[config.mk]
export PLATFORM = sky130hd
export DESIGN_NAME = dcache_dm
export DESIGN_NICKNAME = d
export VERILOG_FILES = /design/src/rtl/dcache_dm.sv
export SDC_FILE = /design/constraint.sdc
export NUM_CORES = 2
export LEC_CHECK = 0
export CORE_ASPECT_RATIO = 0.7
export CORE_MARGIN = 8
export CORE_UTILIZATION = 43
export DETAILED_ROUTE_END_ITERATION = 16
export HOLD_SLACK_MARGIN = 0.08
export PLACE_DENSITY_LB_ADDON = 0.05
export SYNTH_ARGS = -nofsm -noshare
export SYNTH_HDL_FRONTEND = slang
export SYNTH_SLANG_ARGS = --single-unit
[constraint.sdc]
create_clock -name clock -period 19.4 [get_ports clock]
set_clock_uncertainty 0.1 [all_clocks]
set_input_delay 3.88 -clock clock [delete_from_list [all_inputs] [get_ports clock]]
set_output_delay 3.88 -clock clock [all_outputs]
set_load 0.03 [all_outputs]
[src/rtl/dcache_dm.sv]
// Direct-mapped, write-back, write-allocate data cache with a req/ack backing-memory port.
// Define CACHE_STATS_EN to add saturating hit_count/miss_count outputs.
`timescale 1ns/1ps
module dcache_dm #(
  parameter int ADDR_W = 32,
  parameter int DATA_W = 32,
  parameter int LINES  = 16,
  parameter int WORDS  = 4
) (
  input  logic              clock,
  input  logic              rst,
  input  logic              memRead,
  input  logic              memWrite,
  input  logic              word,
  input  logic [ADDR_W-1:0] address,
  input  logic [DATA_W-1:0] write_data,
  output logic [DATA_W-1:0] read_data,
  output logic              stall,
  output logic              mem_req,
  output logic              mem_we,
  output logic [ADDR_W-1:0] mem_addr,
  output logic [DATA_W-1:0] mem_wdata,
  input  logic              mem_ack,
  input  logic [DATA_W-1:0] mem_rdata
`ifdef CACHE_STATS_EN
  ,
  output logic [31:0]       hit_count,
  output logic [31:0]       miss_count
`endif
);

  localparam int WB    = $clog2(WORDS);
  localparam int BW    = (WB == 0) ? 1 : WB;
  localparam int IB    = $clog2(LINES);
  localparam int OFF_W = WB + 2;
  localparam int TAG_W = ADDR_W - OFF_W - IB;

  typedef enum logic [1:0] {IDLE, EVICT, REFILL} stateT;

  stateT             state;
  logic [BW-1:0]     beat;
  logic [LINES-1:0]  valid;
  logic [LINES-1:0]  dirty;
  logic [DATA_W-1:0] dataArr [LINES][WORDS];
  logic [TAG_W-1:0]  tagArr  [LINES];

  logic [IB-1:0]     index;
  logic [TAG_W-1:0]  reqTag;
  logic [BW-1:0]     wordSel;
  logic [1:0]        lane;
  logic              isReq;
  logic              hit;
  logic              lastBeat;
  logic [DATA_W-1:0] lineWord;
  logic [7:0]        laneByte;
  logic [DATA_W-1:0] merged;
  logic [ADDR_W-1:0] victimBase;
  logic [ADDR_W-1:0] refillBase;
  logic [ADDR_W-1:0] beatOff;
  logic              dataWe;
  logic [BW-1:0]     dataWord;
  logic [DATA_W-1:0] dataVal;
  logic              tagWe;

  assign index  = address[OFF_W +: IB];
  assign reqTag = address[ADDR_W-1 -: TAG_W];
  assign lane   = address[1:0];

  generate
    if (WB == 0) begin : gSingleWord
      assign wordSel = '0;
    end else begin : gMultiWord
      assign wordSel = address[WB+1:2];
    end
  endgenerate

  assign isReq      = memRead | memWrite;
  assign hit        = valid[index] && (tagArr[index] == reqTag);
  assign lastBeat   = (beat == BW'(WORDS - 1));
  assign victimBase = {tagArr[index], index, {OFF_W{1'b0}}};
  assign refillBase = {reqTag, index, {OFF_W{1'b0}}};
  assign beatOff    = ADDR_W'({beat, 2'b00});

  // A miss stalls in its own cycle; the whole line service keeps stall high.
  assign stall = (state != IDLE) || (isReq && !hit);

  always_comb begin
    lineWord = dataArr[index][wordSel];
    laneByte = lineWord[{lane, 3'b000} +: 8];
    merged   = lineWord;
    if (word) merged = write_data;
    else      merged[{lane, 3'b000} +: 8] = write_data[7:0];

    read_data = '0;
    if (state == IDLE && memRead && !memWrite && hit)
      read_data = word ? lineWord : {{(DATA_W-8){1'b0}}, laneByte};

    dataWe   = 1'b0;
    dataWord = wordSel;
    dataVal  = merged;
    tagWe    = 1'b0;
    if (state == IDLE && memWrite && hit) begin
      dataWe = 1'b1;
    end else if (state == REFILL && mem_req && mem_ack) begin
      dataWe   = 1'b1;
      dataWord = beat;
      dataVal  = mem_rdata;
      tagWe    = lastBeat;
    end
  end

  // Arrays carry no reset; only valid/dirty decide whether their contents matter.
  always_ff @(posedge clock) begin
    if (dataWe) dataArr[index][dataWord] <= dataVal;
    if (tagWe)  tagArr[index] <= reqTag;
  end

`ifdef CACHE_STATS_EN
  logic missPending;
`endif

  always_ff @(posedge clock or posedge rst) begin
    if (rst) begin
      state     <= IDLE;
      beat      <= '0;
      valid     <= '0;
      dirty     <= '0;
      mem_req   <= 1'b0;
      mem_we    <= 1'b0;
      mem_addr  <= '0;
      mem_wdata <= '0;
`ifdef CACHE_STATS_EN
      hit_count   <= '0;
      miss_count  <= '0;
      missPending <= 1'b0;
`endif
    end else begin
      case (state)
        IDLE: begin
          if (isReq && hit) begin
            if (memWrite) dirty[index] <= 1'b1;
`ifdef CACHE_STATS_EN
            if (missPending)            missPending <= 1'b0;
            else if (hit_count != '1)   hit_count   <= hit_count + 32'd1;
`endif
          end else if (isReq) begin
            beat    <= '0;
            mem_req <= 1'b1;
            if (valid[index] && dirty[index]) begin
              state     <= EVICT;
              mem_we    <= 1'b1;
              mem_addr  <= victimBase;
              mem_wdata <= dataArr[index][0];
            end else begin
              state    <= REFILL;
              mem_we   <= 1'b0;
              mem_addr <= refillBase;
            end
`ifdef CACHE_STATS_EN
            missPending <= 1'b1;
            if (miss_count != '1) miss_count <= miss_count + 32'd1;
`endif
          end
        end
        EVICT: begin
          if (!mem_req) begin
            mem_req   <= 1'b1;
            mem_addr  <= victimBase | beatOff;
            mem_wdata <= dataArr[index][beat];
          end else if (mem_ack) begin
            mem_req <= 1'b0;
            if (lastBeat) begin
              dirty[index] <= 1'b0;
              mem_we       <= 1'b0;
              beat         <= '0;
              state        <= REFILL;
            end else begin
              beat <= beat + 1'b1;
            end
          end
        end
        REFILL: begin
          if (!mem_req) begin
            mem_req  <= 1'b1;
            mem_addr <= refillBase | beatOff;
          end else if (mem_ack) begin
            mem_req <= 1'b0;
            if (lastBeat) begin
              valid[index] <= 1'b1;
              dirty[index] <= 1'b0;
              beat         <= '0;
              state        <= IDLE;
            end else begin
              beat <= beat + 1'b1;
            end
          end
        end
        default: state <= IDLE;
      endcase
    end
  end

endmodule

==> impl_metrics.tcl <==
set metrics [dict create \
    status "finished clean" \
    cts_tree "yes" \
    hold_path_class "flip-flop to flip-flop" \
    ios 201 \
    dieWidth_um 595.2 \
    critPathKind "primary input to primary output" \
    detailroute.via_count 51300 \
    instances_no_fill 8233 \
    seq_area_frac_synth_pct 74.81 \
    rsz0062_at_grt "no" \
    htreeDepth 4 \
    synth-simple-area-share_pct 1.555 \
    yosysMostFrequentCell "edfxtp_1" \
    grt_pass1_vias 50700 \
    rows 148 \
    grt_max_degree 122 \
    ys.flop_type "edfxtp_1" \
    holdBufCountCts 0 \
    place_congestion 0.8358 \
    start_util_pct 43.34 \
    fin_ws_ns 5.223 \
    ys_warn_count 0 \
    fillers 18720 \
    dr.pass1.iters 5 \
    max_freq_mhz 70.54 \
    drt-wirelength-per-cell_um 38.34 \
    cp-start-kind "primary input" \
    synth_area_leaders "edfxtp_1 (72%), mux4_2 (17%), dfrtp_1 (2.5%), mux2i_1 (1.6%), mux2_2 (0.84%)" \
    synth_compound_area_share_pct 2.710 \
    ir_drop_v 0.00007774 \
    crit_arrival_ns 10.20 \
    die_h_um 421.4 \
    fin_area_sq_um 115700 \
    cts.path.max_buffers 4 \
    synth-xor-area-share_pct 0.1735 \
    slew_violations 0 \
    grt-ovfl-total 0 \
    clock-root-buffer "clkbuf_16" \
    wl_mm 315.6 \
    drtAntennaViolNets 0 \
    crit_path_end_kind "primary output" \
    grt_first_pass_wirelength_mm 433.0 \
    synth_edf_count 2432 \
    numCtsBuffers 248 \
    syn_inst 4608 \
    gr-usage-all-layers_pct 24.69 \
    grt_antenna_before_repair 17 \
    power.total_uw 13040 \
    slew_headroom_pct 19.46 \
    p_per_area_nw_per_um2 112.8 \
    fin_tns_setup_ns 0 \
    finalHoldViolations 0 \
    critPathRequiredTime_ns 15.42 \
    worstMarginPinSlew_ns 1.205 \
    synth_top_area_share_pct 72.33 \
    synth_top_family_by_area "multiplexers" \
    cts_resized 0 \
    ys_top_cells_by_count "edfxtp_1 (2432), mux4_2 (756), mux2i_1 (164)" \
    area_delta_synth_final_pct 14.54 \
    synthAdderAreaFrac_pct 0.1239 \
    post-place-ws_ns 5.229 \
    vias_per_cell 6.231 \
    synth_top_area_cell "edfxtp_1" \
    clkLatencyLatePin_ns 0.91 \
    period_needed_ns 14.18 \
    p_leak_uw 0.03643 \
    critPathMaxFanout 105 \
    dp_cells 7780 \
    port_buffers 198 \
    clk_pin_slew_ns 0.06 \
    synth_mux_area_share_pct 19.33 \
    syn-cell-area_sq_um 101000 \
    place_area_sq_um 107800 \
    drive_above_1_share_pct 28.93 \
    ys_ff_latch 2532 \
    drtIter0Drc 6807 \
    hpwl_mm 174.5 \
    fin_crit_sh_pct 73.08 \
    maxCapViolCount 0 \
    syn_avg_cell_area_sq_um 21.91 \
    async_flop_share_pct 3.949 \
    drcViolationCount 0 \
    clock_sink_count 2532 \
    design.core.area_sq_um 233000 \
    final_nets 5067 \
    post_cts_buffers 0 \
    yosysUniqueCellTypes 68 \
    die-area_sq_um 250800 \
    setup_viol 0 \
]
==> power by group <==
group	total [uW]	internal [uW]	switching (uW)	leakage, uW
sequential	6490	6420	75.8	0.0232
clock	4780	2700	2080	0.00386
combinational	1770	539	1230	0.00941
==> through the flow <==
step	hold slack, ns	utilization, %
floorplan	0.3377	-
global placement	0.3536	46.27
detailed placement	0.3565	46.27
CTS	0.3725	49.64
global route	0.3789	49.64
finish	0.3730	49.65
==> layer usage <==
metal	wire, um	track usage, %
met3	27450	5.218
met1	139200	37.48
met2	142600	37.27
met5	0	0
met4	6434	4.779
==> cell usage in the layout, fill, tap and decap left out, types with 53 or more instances in the layout <==
cell             count
nor2_4              81
clkbuf_16          251
mux2i_1            161
a21oi_1             55
clkinv_1            62
nand2_1            123
clkdlybuf4s50_1    191
buf_4              167
mux4_2             756
edfxtp_1          2432
mux2_2              75
o21ai_0             55
o22ai_1             53
dfrtp_1             98
==> flip-flops by register name (all words and copies together) (netlist names), named ones only <==
name       count
state          2
mem_we         1
mem_req        1
tagArr       384
mem_wdata     32
beat           2
dataArr     2048
valid         16
mem_addr      30
==> cells by family (layout without fill, tap and decap cells) <==
logic type,after synthesis,count (layout)
flops,2532,2532
mux,995,995
xor+xnor,20,20
compound gates,382,382
other cells,1,6
simple gates,345,345
buf+inv,323,868
fa+ha+maj,10,10
==> final cells by class <==
class / count / area, sq um / share of cell area (%)
clock buffer: 308 / 6575 / 5.685
clock inverter: 141 / 1281 / 1.108
inverter: 48 / 185.2 / 0.1601
sequential: 2532 / 75540 / 65.31
tap: 3075 / 3847 / 3.327
multi-input combinational: 1754 / 24840 / 21.48
timing repair buffer: 371 / 3376 / 2.919
antenna: 4 / 10.01 / 0.008655
==> final timing paths <==
path / endpoint / slack (ns) / cells past startpoint / from
setup / recovery: read_data[12] / 5.22 / 13 / address[7]
hold reg to reg: valid[10]$_DFFE_PP0P_ / 0.37 / 1 / valid[10]$_DFFE_PP0P_
setup reg to reg: dataArr[5][24]$_DFFE_PP_ / 13.42 / 10 / tagArr[9][10]$_DFFE_PP_
min in group asynchronous: mem_addr[3]$_DFFE_PP0P_ / 3.30 / 2 / rst
hold / removal: valid[10]$_DFFE_PP0P_ / 0.37 / 1 / valid[10]$_DFFE_PP0P_
max in group asynchronous: mem_wdata[26]$_DFFE_PP0P_ / 14.44 / 3 / rst
==> worst max-delay path, cell delays in order <==
cell,delay (ns)
buf_8,0.44
buf_12,0.61
buf_4,0.92
mux2i_1,0.29
a22oi_1,0.11
nand2_1,0.20
o21ai_0,0.16
a2111o_1,0.46
or4_4,0.55
or3_4,0.56
nor4_4,0.75
and2_1,0.23
clkdlybuf4s50_1,0.68
(Power assumes the default switching activity.)
